**src/rtl/control_unit_if.sv**
```systemverilog
// Control-unit interface: IR and branch condition come from the datapath,
// and the strobes, ALU function and status go back to it.
interface control_unit_if;
  logic [31:0] IR;
  logic        CON_out;
  logic        PC_in, IR_in, Y_in, Z_in, HI_in, LO_in, MAR_in, MDR_in;
  logic        OutPort_in, CON_in, IncPC;
  logic        PC_out, Zhigh_out, Zlow_out, HI_out, LO_out, MDR_out, InPort_out, C_out;
  logic        Gra, Grb, Grc, Rin, Rout, BAout;
  logic        Read, Write;
  logic [4:0]  alu_op;
  logic        Run;
  logic        illegal;

  modport master (
    input  IR, CON_out,
    output PC_in, IR_in, Y_in, Z_in, HI_in, LO_in, MAR_in, MDR_in,
           OutPort_in, CON_in, IncPC,
           PC_out, Zhigh_out, Zlow_out, HI_out, LO_out, MDR_out, InPort_out, C_out,
           Gra, Grb, Grc, Rin, Rout, BAout, Read, Write, alu_op, Run, illegal
  );

  modport slave (
    output IR, CON_out,
    input  PC_in, IR_in, Y_in, Z_in, HI_in, LO_in, MAR_in, MDR_in,
           OutPort_in, CON_in, IncPC,
           PC_out, Zhigh_out, Zlow_out, HI_out, LO_out, MDR_out, InPort_out, C_out,
           Gra, Grb, Grc, Rin, Rout, BAout, Read, Write, alu_op, Run, illegal
  );
endinterface

```
**src/rtl/control_unit.sv**
```systemverilog
// Hardwired Moore sequencer for the Mini SRC datapath: fetch T0..T2, then
// per-opcode T3..T7. RAM steps (fetch T1, ld T6, st T7) are stretched by
// MEM_WAIT extra cycles using a down-counter loaded on entry.
// Optional feature: define CONTROL_UNIT_MUL_DIV_EN to decode mul/div.
//
// state | meaning
// RESET | held by clr; all strobes 0, Run 0
// T0    | PC to MAR, PC+1 into Z
// T1    | RAM read of instruction; PC reloaded in final wait cycle
// T2    | MDR to IR; halt/nop decided here
// T3-T7 | opcode-specific execute steps
// HALT  | stopped; leaves only via clr
module control_unit #(
  parameter int unsigned MEM_WAIT = 0
) (
  input  logic           clk,
  input  logic           clr,
  control_unit_if.master bus
);
  localparam logic [3:0] WAIT_LOAD = 4'(MEM_WAIT);

  localparam logic [4:0] OP_LD   = 5'b00000, OP_LDI  = 5'b00001, OP_ST   = 5'b00010;
  localparam logic [4:0] OP_ADD  = 5'b00011, OP_SUB  = 5'b00100, OP_AND  = 5'b00101;
  localparam logic [4:0] OP_OR   = 5'b00110, OP_ADDI = 5'b01100, OP_ANDI = 5'b01101;
  localparam logic [4:0] OP_ORI  = 5'b01110, OP_MUL  = 5'b01111, OP_DIV  = 5'b10000;
  localparam logic [4:0] OP_BR   = 5'b10011, OP_JR   = 5'b10100, OP_IN   = 5'b10110;
  localparam logic [4:0] OP_OUT  = 5'b10111, OP_MFHI = 5'b11000, OP_MFLO = 5'b11001;
  localparam logic [4:0] OP_NOP  = 5'b11010, OP_HALT = 5'b11011;
  localparam logic [4:0] ALU_ADD = 5'b00011;

  typedef enum logic [3:0] {
    S_RESET, S_T0, S_T1, S_T2, S_T3, S_T4, S_T5, S_T6, S_T7, S_HALT
  } state_t;

  state_t     state_q, state_d;
  logic [3:0] wait_q, wait_d;
  logic [4:0] opcode;
  logic [4:0] alu_sel;
  logic       wait_done;
  logic       unused_ir;

  assign opcode    = bus.IR[31:27];
  assign unused_ir = ^bus.IR[26:0];
  assign wait_done = (wait_q == 4'd0);

  // ALU function implied by the opcode; only driven out in computing steps
  always_comb begin
    alu_sel = ALU_ADD;
    case (opcode)
      OP_SUB:          alu_sel = 5'b00100;
      OP_AND, OP_ANDI: alu_sel = 5'b00101;
      OP_OR,  OP_ORI:  alu_sel = 5'b00110;
      OP_MUL:          alu_sel = 5'b01111;
      OP_DIV:          alu_sel = 5'b10000;
      default:         alu_sel = ALU_ADD;
    endcase
  end

  // State and wait-counter registers
  always_ff @(posedge clk or posedge clr) begin
    if (clr) begin
      state_q <= S_RESET;
      wait_q  <= 4'd0;
    end else begin
      state_q <= state_d;
      wait_q  <= wait_d;
    end
  end

  // Next state, wait counter and strobe decode
  always_comb begin
    state_d = state_q;
    wait_d  = wait_q;
    bus.PC_in = 1'b0; bus.IR_in = 1'b0; bus.Y_in = 1'b0; bus.Z_in = 1'b0;
    bus.HI_in = 1'b0; bus.LO_in = 1'b0; bus.MAR_in = 1'b0; bus.MDR_in = 1'b0;
    bus.OutPort_in = 1'b0; bus.CON_in = 1'b0; bus.IncPC = 1'b0;
    bus.PC_out = 1'b0; bus.Zhigh_out = 1'b0; bus.Zlow_out = 1'b0; bus.HI_out = 1'b0;
    bus.LO_out = 1'b0; bus.MDR_out = 1'b0; bus.InPort_out = 1'b0; bus.C_out = 1'b0;
    bus.Gra = 1'b0; bus.Grb = 1'b0; bus.Grc = 1'b0; bus.Rin = 1'b0; bus.Rout = 1'b0;
    bus.BAout = 1'b0; bus.Read = 1'b0; bus.Write = 1'b0;
    bus.alu_op = 5'b00000;
    bus.illegal = 1'b0;
    bus.Run = (state_q != S_RESET) && (state_q != S_HALT);

    case (state_q)
      S_RESET: state_d = S_T0;
      S_T0: begin
        bus.PC_out = 1'b1; bus.MAR_in = 1'b1; bus.IncPC = 1'b1; bus.Z_in = 1'b1;
        state_d = S_T1;
        wait_d  = WAIT_LOAD;
      end
      S_T1: begin
        bus.Zlow_out = 1'b1; bus.Read = 1'b1; bus.MDR_in = 1'b1;
        bus.PC_in = wait_done;
        if (wait_done) state_d = S_T2;
        else           wait_d  = wait_q - 4'd1;
      end
      S_T2: begin
        bus.MDR_out = 1'b1; bus.IR_in = 1'b1;
        if (opcode == OP_HALT)     state_d = S_HALT;
        else if (opcode == OP_NOP) state_d = S_T0;
        else                       state_d = S_T3;
      end
      S_T3: begin
        state_d = S_T0;
        case (opcode)
          OP_ADD, OP_SUB, OP_AND, OP_OR, OP_ADDI, OP_ANDI, OP_ORI: begin
            bus.Grb = 1'b1; bus.Rout = 1'b1; bus.Y_in = 1'b1; state_d = S_T4;
          end
          OP_LDI, OP_LD, OP_ST: begin
            bus.Grb = 1'b1; bus.BAout = 1'b1; bus.Y_in = 1'b1; state_d = S_T4;
          end
          OP_BR: begin
            bus.Gra = 1'b1; bus.Rout = 1'b1; bus.CON_in = 1'b1; state_d = S_T4;
          end
          OP_JR:   begin bus.Gra = 1'b1; bus.Rout = 1'b1; bus.PC_in = 1'b1; end
          OP_IN:   begin bus.InPort_out = 1'b1; bus.Gra = 1'b1; bus.Rin = 1'b1; end
          OP_OUT:  begin bus.Gra = 1'b1; bus.Rout = 1'b1; bus.OutPort_in = 1'b1; end
          OP_MFHI: begin bus.HI_out = 1'b1; bus.Gra = 1'b1; bus.Rin = 1'b1; end
          OP_MFLO: begin bus.LO_out = 1'b1; bus.Gra = 1'b1; bus.Rin = 1'b1; end
`ifdef CONTROL_UNIT_MUL_DIV_EN
          OP_MUL, OP_DIV: begin
            bus.Gra = 1'b1; bus.Rout = 1'b1; bus.Y_in = 1'b1; state_d = S_T4;
          end
`endif
          default: bus.illegal = 1'b1;
        endcase
      end
      S_T4: begin
        state_d = S_T5;
        case (opcode)
          OP_ADD, OP_SUB, OP_AND, OP_OR: begin
            bus.Grc = 1'b1; bus.Rout = 1'b1; bus.alu_op = alu_sel; bus.Z_in = 1'b1;
          end
          OP_ADDI, OP_ANDI, OP_ORI, OP_LDI, OP_LD, OP_ST: begin
            bus.C_out = 1'b1; bus.alu_op = alu_sel; bus.Z_in = 1'b1;
          end
          OP_BR: begin bus.PC_out = 1'b1; bus.Y_in = 1'b1; end
`ifdef CONTROL_UNIT_MUL_DIV_EN
          OP_MUL, OP_DIV: begin
            bus.Grb = 1'b1; bus.Rout = 1'b1; bus.alu_op = alu_sel; bus.Z_in = 1'b1;
          end
`endif
          default: state_d = S_T0;
        endcase
      end
      S_T5: begin
        state_d = S_T0;
        case (opcode)
          OP_LD, OP_ST: begin
            bus.Zlow_out = 1'b1; bus.MAR_in = 1'b1; state_d = S_T6;
            if (opcode == OP_LD) wait_d = WAIT_LOAD;
          end
          OP_BR: begin
            bus.C_out = 1'b1; bus.alu_op = ALU_ADD; bus.Z_in = 1'b1; state_d = S_T6;
          end
`ifdef CONTROL_UNIT_MUL_DIV_EN
          OP_MUL, OP_DIV: begin bus.Zlow_out = 1'b1; bus.LO_in = 1'b1; state_d = S_T6; end
`endif
          default: begin bus.Zlow_out = 1'b1; bus.Gra = 1'b1; bus.Rin = 1'b1; end
        endcase
      end
      S_T6: begin
        state_d = S_T0;
        case (opcode)
          OP_LD: begin
            bus.Read = 1'b1; bus.MDR_in = 1'b1;
            if (wait_done) state_d = S_T7;
            else begin state_d = S_T6; wait_d = wait_q - 4'd1; end
          end
          OP_ST: begin
            bus.Gra = 1'b1; bus.Rout = 1'b1; bus.MDR_in = 1'b1;
            state_d = S_T7;
            wait_d  = WAIT_LOAD;
          end
          OP_BR: begin bus.Zlow_out = 1'b1; bus.PC_in = bus.CON_out; end
`ifdef CONTROL_UNIT_MUL_DIV_EN
          OP_MUL, OP_DIV: begin bus.Zhigh_out = 1'b1; bus.HI_in = 1'b1; end
`endif
          default: state_d = S_T0;
        endcase
      end
      S_T7: begin
        state_d = S_T0;
        if (opcode == OP_LD) begin
          bus.MDR_out = 1'b1; bus.Gra = 1'b1; bus.Rin = 1'b1;
        end else if (opcode == OP_ST) begin
          bus.Write = 1'b1;
          if (!wait_done) begin state_d = S_T7; wait_d = wait_q - 4'd1; end
        end
      end
      S_HALT:  state_d = S_HALT;
      default: state_d = S_RESET;
    endcase
  end
endmodule
```
**src/flat_wrapper.sv**
```systemverilog
// flat-port wrapper written by rule: the top's interface ports become plain ports
module control_unit_flat 
#(
  parameter int unsigned MEM_WAIT = 0
)
  (clk, clr, bus_IR, bus_CON_out, bus_PC_in, bus_IR_in, bus_Y_in, bus_Z_in, bus_HI_in, bus_LO_in, bus_MAR_in, bus_MDR_in, bus_OutPort_in, bus_CON_in, bus_IncPC, bus_PC_out, bus_Zhigh_out, bus_Zlow_out, bus_HI_out, bus_LO_out, bus_MDR_out, bus_InPort_out, bus_C_out, bus_Gra, bus_Grb, bus_Grc, bus_Rin, bus_Rout, bus_BAout, bus_Read, bus_Write, bus_alu_op, bus_Run, bus_illegal);
  control_unit_if bus_i ();
  input  logic clk;
  input  logic clr;
  input wire logic [$bits(bus_i.IR)-1:0] bus_IR;
  input wire logic [$bits(bus_i.CON_out)-1:0] bus_CON_out;
  output wire logic [$bits(bus_i.PC_in)-1:0] bus_PC_in;
  output wire logic [$bits(bus_i.IR_in)-1:0] bus_IR_in;
  output wire logic [$bits(bus_i.Y_in)-1:0] bus_Y_in;
  output wire logic [$bits(bus_i.Z_in)-1:0] bus_Z_in;
  output wire logic [$bits(bus_i.HI_in)-1:0] bus_HI_in;
  output wire logic [$bits(bus_i.LO_in)-1:0] bus_LO_in;
  output wire logic [$bits(bus_i.MAR_in)-1:0] bus_MAR_in;
  output wire logic [$bits(bus_i.MDR_in)-1:0] bus_MDR_in;
  output wire logic [$bits(bus_i.OutPort_in)-1:0] bus_OutPort_in;
  output wire logic [$bits(bus_i.CON_in)-1:0] bus_CON_in;
  output wire logic [$bits(bus_i.IncPC)-1:0] bus_IncPC;
  output wire logic [$bits(bus_i.PC_out)-1:0] bus_PC_out;
  output wire logic [$bits(bus_i.Zhigh_out)-1:0] bus_Zhigh_out;
  output wire logic [$bits(bus_i.Zlow_out)-1:0] bus_Zlow_out;
  output wire logic [$bits(bus_i.HI_out)-1:0] bus_HI_out;
  output wire logic [$bits(bus_i.LO_out)-1:0] bus_LO_out;
  output wire logic [$bits(bus_i.MDR_out)-1:0] bus_MDR_out;
  output wire logic [$bits(bus_i.InPort_out)-1:0] bus_InPort_out;
  output wire logic [$bits(bus_i.C_out)-1:0] bus_C_out;
  output wire logic [$bits(bus_i.Gra)-1:0] bus_Gra;
  output wire logic [$bits(bus_i.Grb)-1:0] bus_Grb;
  output wire logic [$bits(bus_i.Grc)-1:0] bus_Grc;
  output wire logic [$bits(bus_i.Rin)-1:0] bus_Rin;
  output wire logic [$bits(bus_i.Rout)-1:0] bus_Rout;
  output wire logic [$bits(bus_i.BAout)-1:0] bus_BAout;
  output wire logic [$bits(bus_i.Read)-1:0] bus_Read;
  output wire logic [$bits(bus_i.Write)-1:0] bus_Write;
  output wire logic [$bits(bus_i.alu_op)-1:0] bus_alu_op;
  output wire logic [$bits(bus_i.Run)-1:0] bus_Run;
  output wire logic [$bits(bus_i.illegal)-1:0] bus_illegal;
  assign bus_i.IR = bus_IR;
  assign bus_i.CON_out = bus_CON_out;
  assign bus_PC_in = bus_i.PC_in;
  assign bus_IR_in = bus_i.IR_in;
  assign bus_Y_in = bus_i.Y_in;
  assign bus_Z_in = bus_i.Z_in;
  assign bus_HI_in = bus_i.HI_in;
  assign bus_LO_in = bus_i.LO_in;
  assign bus_MAR_in = bus_i.MAR_in;
  assign bus_MDR_in = bus_i.MDR_in;
  assign bus_OutPort_in = bus_i.OutPort_in;
  assign bus_CON_in = bus_i.CON_in;
  assign bus_IncPC = bus_i.IncPC;
  assign bus_PC_out = bus_i.PC_out;
  assign bus_Zhigh_out = bus_i.Zhigh_out;
  assign bus_Zlow_out = bus_i.Zlow_out;
  assign bus_HI_out = bus_i.HI_out;
  assign bus_LO_out = bus_i.LO_out;
  assign bus_MDR_out = bus_i.MDR_out;
  assign bus_InPort_out = bus_i.InPort_out;
  assign bus_C_out = bus_i.C_out;
  assign bus_Gra = bus_i.Gra;
  assign bus_Grb = bus_i.Grb;
  assign bus_Grc = bus_i.Grc;
  assign bus_Rin = bus_i.Rin;
  assign bus_Rout = bus_i.Rout;
  assign bus_BAout = bus_i.BAout;
  assign bus_Read = bus_i.Read;
  assign bus_Write = bus_i.Write;
  assign bus_alu_op = bus_i.alu_op;
  assign bus_Run = bus_i.Run;
  assign bus_illegal = bus_i.illegal;
  control_unit #(.MEM_WAIT(MEM_WAIT)) u_core (.clk(clk), .clr(clr), .bus(bus_i));
endmodule
```
**config.mk**
```make
export PLATFORM = sky130hd
export DESIGN_NAME = control_unit_flat
export DESIGN_NICKNAME = d
export VERILOG_FILES = /design/src/rtl/control_unit_if.sv /design/src/rtl/control_unit.sv /design/src/flat_wrapper.sv
export SDC_FILE = /design/constraint.sdc
export NUM_CORES = 1
export LEC_CHECK = 0
export ABC_AREA = 1
export CAP_MARGIN = 0
export CORE_ASPECT_RATIO = 0.6
export CORE_MARGIN = 10
export CORE_UTILIZATION = 30
export DETAILED_ROUTE_END_ITERATION = 7
export DONT_BUFFER_PORTS = 1
export PLACE_DENSITY_LB_ADDON = 0.25
export SLEW_MARGIN = 10
export SYNTH_ARGS = -nofsm -noshare
export SYNTH_HDL_FRONTEND = slang
export SYNTH_SLANG_ARGS = --single-unit
export TNS_END_PERCENT = 30
```
**constraint.sdc**
```tcl
create_clock -name clk -period 2.6 [get_ports clk]
set_input_delay 0.52 -clock clk [delete_from_list [all_inputs] [get_ports clk]]
set_output_delay 0.52 -clock clk [all_outputs]
set_load 0.1 [all_outputs]
```
==> impl_metrics.toml, run 1 <==
[timing]
clock_skew_ns = 0.0103
fin_crit_sh_pct = 96.4
worst_slack_ns = 0.0935
drv_slew = 0
max_freq_mhz = 399
hold_viol_final = 0
setup_viol_count_final = 0
period_minus_slack_ns = 2.51
rsz0062_at_grt = "false"

[power_and_ir_drop]
p_per_area_nw_per_um2 = 1050
power.leakage_nw = 0.950
ir_worst_vdd_mv = 0.931

[global_routing]
overflow = 0
antenna_found_initial = 0
grt_use_total_pct = 11.1
first_global_vias = 1279
grt_start_max_net_pins = 12
grt_pass1_wl_um = 6760

[floorplan]
pin_count = 69
initial_core_util_pct = 31.0
dieWidth_um = 104
fp.dieH_um = 70.4
coreArea_um2 = 4100
placementRows = 18
dieArea_um2 = 7330

[cells_and_area]
nets = 300
layout_commonest_cell = "nand2_1"
syn_to_final_growth_pct = 39.1
final_cell_mix = "nand2_1, nor2_1, inv_1, buf_4, nand3_1"
insertedDiodeCount = 0
multi_input_area_um2 = 1010
fillers = 452
regArea_um2 = 200
fin_util_pct = 43.1
drive_gt1_share_pct = 30.5

[route]
drt_iter0_drc = 234
routed_wl_um = 4210
firstDrtPassIters = 4
highest_layer = "met3"
wl_per_cell_um = 13.1
drc = 0
ant_nets = 0
met3WireLength_um = 381
vias = 1518
route.met2.wl_um = 1530
viasPerCell = 4.71
wl_met1_um = 2290

[critical_path]
critical_path_class = "reg2out"
worst_path_max_delay_cell = "dfrtp_1"
critPathMaxStageDelay_ns = 0.39
critPathCaptureType = "primary output"
critPathLaunchType = "flop"
crit_required_ns = 2.08
worst-path-max-fanout = 10
worst-endpoint-arrival_ns = 1.99
path_cells = "inv_1 > nand2_4 > nor2_2 > inv_2 > o211ai_1 > clkbuf_16"

[yosys]
postSynthCellCount = 233
syn_area_per_cell_um2 = 5.46
seq_area_frac_synth_pct = 15.7
ys_seq_elements = 8
yosysTopAreaCell = "nand2_1"
synth_top_area_share_pct = 22.7
ys_types = 27
synth_edf_count = 0
synthTopCellsByArea = "nand2_1, dfrtp_1, nor2_1, nand3_1, inv_1"
synthFlopType = "dfrtp_1"
netlist_area_um2 = 1270
yosysWarnings = 0
async_flop_share_pct = 100

[clocking]
ctsHoldBuffers = 0
cts.sinks = 8
clk_latency_ns = 0.23
cts_root_buffer = "clkbuf_8"
clkTransAtPathRegs_ns = 0.05
cts_tree = "yes"
cts_inserted_buffers = 3
htree_levels = 1
cts_max_path_buffers = 2

[place]
preCtsSetupSlack_ns = 0.321
portBuffers = 0
gp_congestion = 0.881
hpwl_um = 3680

[worst_hold_path]
min_path_type = "in2async"

[outcome]
status = "completed"

[job]
maxCapViolations = 0
==> cell type report <==
| cell class | instances | area share [%] |
|---|---|---|
| Inverter | 33 | 7.01 |
| Tap cell | 60 | 4.25 |
| Clock buffer | 3 | 2.34 |
| Timing Repair Buffer | 29 | 18.0 |
| Sequential cell | 8 | 11.3 |
| Multi-Input combinational cell | 189 | 57.1 |
==> cell usage after synthesis, drive strengths merged, types with 2 or more instances <==
master and count:
nor2 41, nor3 7, inv 33, nand2 83, o211ai 3, a21oi 4
dfrtp 8, o21ai 11, nand3 21, buf 7, o21a 2, nand4 7
==> final timing paths <==
path,slack [ns],cells past startpoint,to,startpoint
worst max-delay path,0.09,6,bus_Rin,u_core.state_q[3]
worst min-delay path,0.13,1,u_core.state_q[2],clr
worst max register to register,1.03,9,u_core.wait_q[3],u_core.state_q[2]
worst min register to register,0.48,2,u_core.wait_q[1],u_core.wait_q[1]
max in group asynchronous,2.22,1,u_core.wait_q[3],clr
min in group clk,0.48,2,u_core.state_q[3],bus_IR[27]
==> registers in the layout (all words and copies together) (netlist names) <==
name	count
u_core.wait_q	4
u_core.state_q	4
==> routing by layer <==
metal	up-vias	track usage (%)
met1	666	17.8
li1	794	-
met3	0	3.94
met5	-	0
met4	0	1.84
met2	58	12.8
==> where the power goes <==
part	total, mW	switching (mW)	internal (mW)
registers	0.181	0.0336	0.147
logic	1.52	1.19	0.324
clock network	0.151	0.0503	0.100
total	1.85	1.28	0.572
==> worst max-delay path: cells and delay by family, from the launching register on <==
kind	cells	cell delay, ns
flops	1	0.39
buf+inv	3	0.65
compound gates	1	0.33
simple gates	2	0.39
==> through the flow <==
step	power (mW)	cell area, µm²	setup TNS, ns	hold WS (ns)	instances
after floorplan	1.35	1350	-3.13	0.336	237
after global placement	1.70	1720	0	0.391	319
after detailed placement	1.70	1720	0	0.380	319
after CTS	1.86	1770	0	0.133	322
after global routing	1.94	1770	0	0.138	322
final	1.85	1770	0	0.127	322
==> logic make-up (layout without fill, tap and decap cells) <==
kind of cell / Yosys count / after routing / synth area share (%)
buf+inv: 40 / 65 / 13.7
other cells: 1 / 5 / 0.295
compound gates: 21 / 21 / 9.45
fa+ha+maj: 1 / 1 / 0.984
simple gates: 162 / 162 / 59.8
flops: 8 / 8 / 15.7
==> timing repair <==
| action | CTS | global route |
|---|---|---|
| gates resized for setup | 0 | 1 |
| setup endpoints to repair | 0 | 1 |
| buffers inserted | 0 | 0 |
Note: power is estimated with default switching activity, not from simulation.
==> run 2: changes to the inputs <==
- CORE_UTILIZATION: 30 -> 42
- DONT_BUFFER_PORTS: 1 -> unset
==> impl_metrics.toml, run 2 (synthesis results as in run 1) <==
[place]
gp_congestion = 0.918
portBuffers = 36
hpwl_um = 3950
placed_cell_area_um2 = 2200

[floorplan]
fp.dieH_um = 62.6
initial_core_util_pct = 44.0
dieArea_um2 = 5700
dieWidth_um = 91.0
coreArea_um2 = 2890
placementRows = 15
pin_count = 69

[global_routing]
first_global_vias = 1517
grt_use_total_pct = 15.6
grt_pass1_wl_um = 7510
grt_start_max_net_pins = 11
overflow = 0
antenna_found_initial = 0

[timing]
rsz0062_at_grt = "false"
hold_viol_final = 0
drv_slew = 0
setup_viol_count_final = 0
max_freq_mhz = 411
setup-tns-final_ns = 0
period_minus_slack_ns = 2.43
whs_ns = 0.487
fin_crit_sh_pct = 93.5
clock_skew_ns = 0.00612

[critical_path]
path_cells = "dlygate4sd2_1 > nor2_4 > nand2_2 > nor2_1 > nor2_1 > nand2_1 > nand2_2 > nand2_1 > nand2_1 > nand2_1 > buf_12"
worst-endpoint-arrival_ns = 1.91
critPathMaxStageDelay_ns = 0.30
crit_family = "simple AND/OR/NAND/NOR gates"
reg2reg_from = "u_core.wait_q[0]"
crit_required_ns = 2.08
worst_path_max_delay_cell = "dlygate4sd2_1"
critPathLaunchType = "input port"
cp-endpoint = "bus_alu_op[0]"
crit_top_cell = "nand2_1"
rrSetupSlack_ns = 1.01
cp.depth = 11
reg2reg_depth = 9
worst-path-max-fanout = 5
critPathCaptureType = "primary output"
critical_path_class = "in2out"
crit_buf_inv = 2
cp-startpoint = "bus_IR[29]"
rr_endpoint = "u_core.state_q[0]"

[cells_and_area]
syn_to_final_growth_pct = 77.4
fillers = 208
layout_commonest_cell = "nand2_1"
fin_util_pct = 78.0
nets = 338
regArea_um2 = 200
final_cell_mix = "nand2_1, buf_4, nor2_1"
multi_input_area_um2 = 985
largestRegisters = "u_core.state_q (4), u_core.wait_q (4)"
insertedDiodeCount = 0
fin_area_um2 = 2250
drive_gt1_share_pct = 35.0

[clocking]
cts_inserted_buffers = 3
clk_latency_ns = 0.23
cts_tree = "yes"
ctsHoldBuffers = 0
cts_root_buffer = "clkbuf_8"
htree_levels = 1
cts.sinks = 8
cts_max_path_buffers = 2
clkTransAtPathRegs_ns = 0.04

[power_and_ir_drop]
p_per_area_nw_per_um2 = 922
ir_worst_vdd_mv = 1.40
power.leakage_nw = 1.18

[job]
maxCapViolations = 0

[route]
viasPerCell = 5.25
ant_nets = 0
routed_wl_um = 4600
drt_iter0_drc = 214
drc = 0
wl_per_cell_um = 13.4
firstDrtPassIters = 5
vias = 1796

[outcome]
status = "completed"

[worst_hold_path]
min_path_type = "reg2reg"
run 2: through the flow:
stage	std cells	power, mW	worst slack, ns
after floorplan	237	1.35	-0.488
after global placement	338	1.90	-0.0557
after detailed placement	338	1.92	-0.0759
after CTS	341	2.08	0.00642
after global routing	342	2.17	0.0119
final	342	2.08	0.169
run 2: worst min path at each step:
stage,to,startpoint,depth (start not counted)
final,u_core.wait_q[1],u_core.wait_q[1],2
after global routing,u_core.wait_q[2],u_core.wait_q[2],2
after floorplan,u_core.state_q[0],clr,1
after global placement,u_core.wait_q[1],u_core.wait_q[1],2
after CTS,u_core.wait_q[1],u_core.wait_q[1],2
after detailed placement,u_core.wait_q[1],u_core.wait_q[1],2
run 2: what timing repair did:
| action | 4_1_cts | 5_1_grt |
|---|---|---|
| pin swaps | 1 | 1 |
| gates cloned | 0 | 0 |
| endpoints found under the setup margin | 12 | 15 |
| setup buffers | 0 | 1 |
| resized for setup | 7 | 3 |
run 2: tightest hold or removal path, cell delays in order (launching register included):
cell     delay, ns
dfrtp_1       0.34
nand2_1       0.06
nand2_1       0.06
run 2: cell type report:
cell class | count | area share, %
Multi-Input combinational cell | 189 | 43.7
Timing Repair Buffer | 67 | 37.8
Sequential cell | 8 | 8.88
Inverter | 33 | 5.49
Tap cell | 42 | 2.33
Clock buffer | 3 | 1.83
run 2: metal layers:
metal  wire [µm]  share of wire [%]  vias to the layer above  GRT usage [%]
met5           0                  0                        -              0
met1        2090                 45                      796           22.3
met2        1880                 41                      116           22.2
met3         572                 12                       10           5.28
li1            -                  -                      874              -
met4          57                1.2                        0           2.33
run 2: power by group:
| group | switching [mW] | leakage (nW) | internal (mW) |
|---|---|---|---|
| sequential | 0.0323 | 0.107 | 0.147 |
| combinational | 1.25 | 1.05 | 0.504 |
| clock | 0.0486 | 0.0216 | 0.100 |
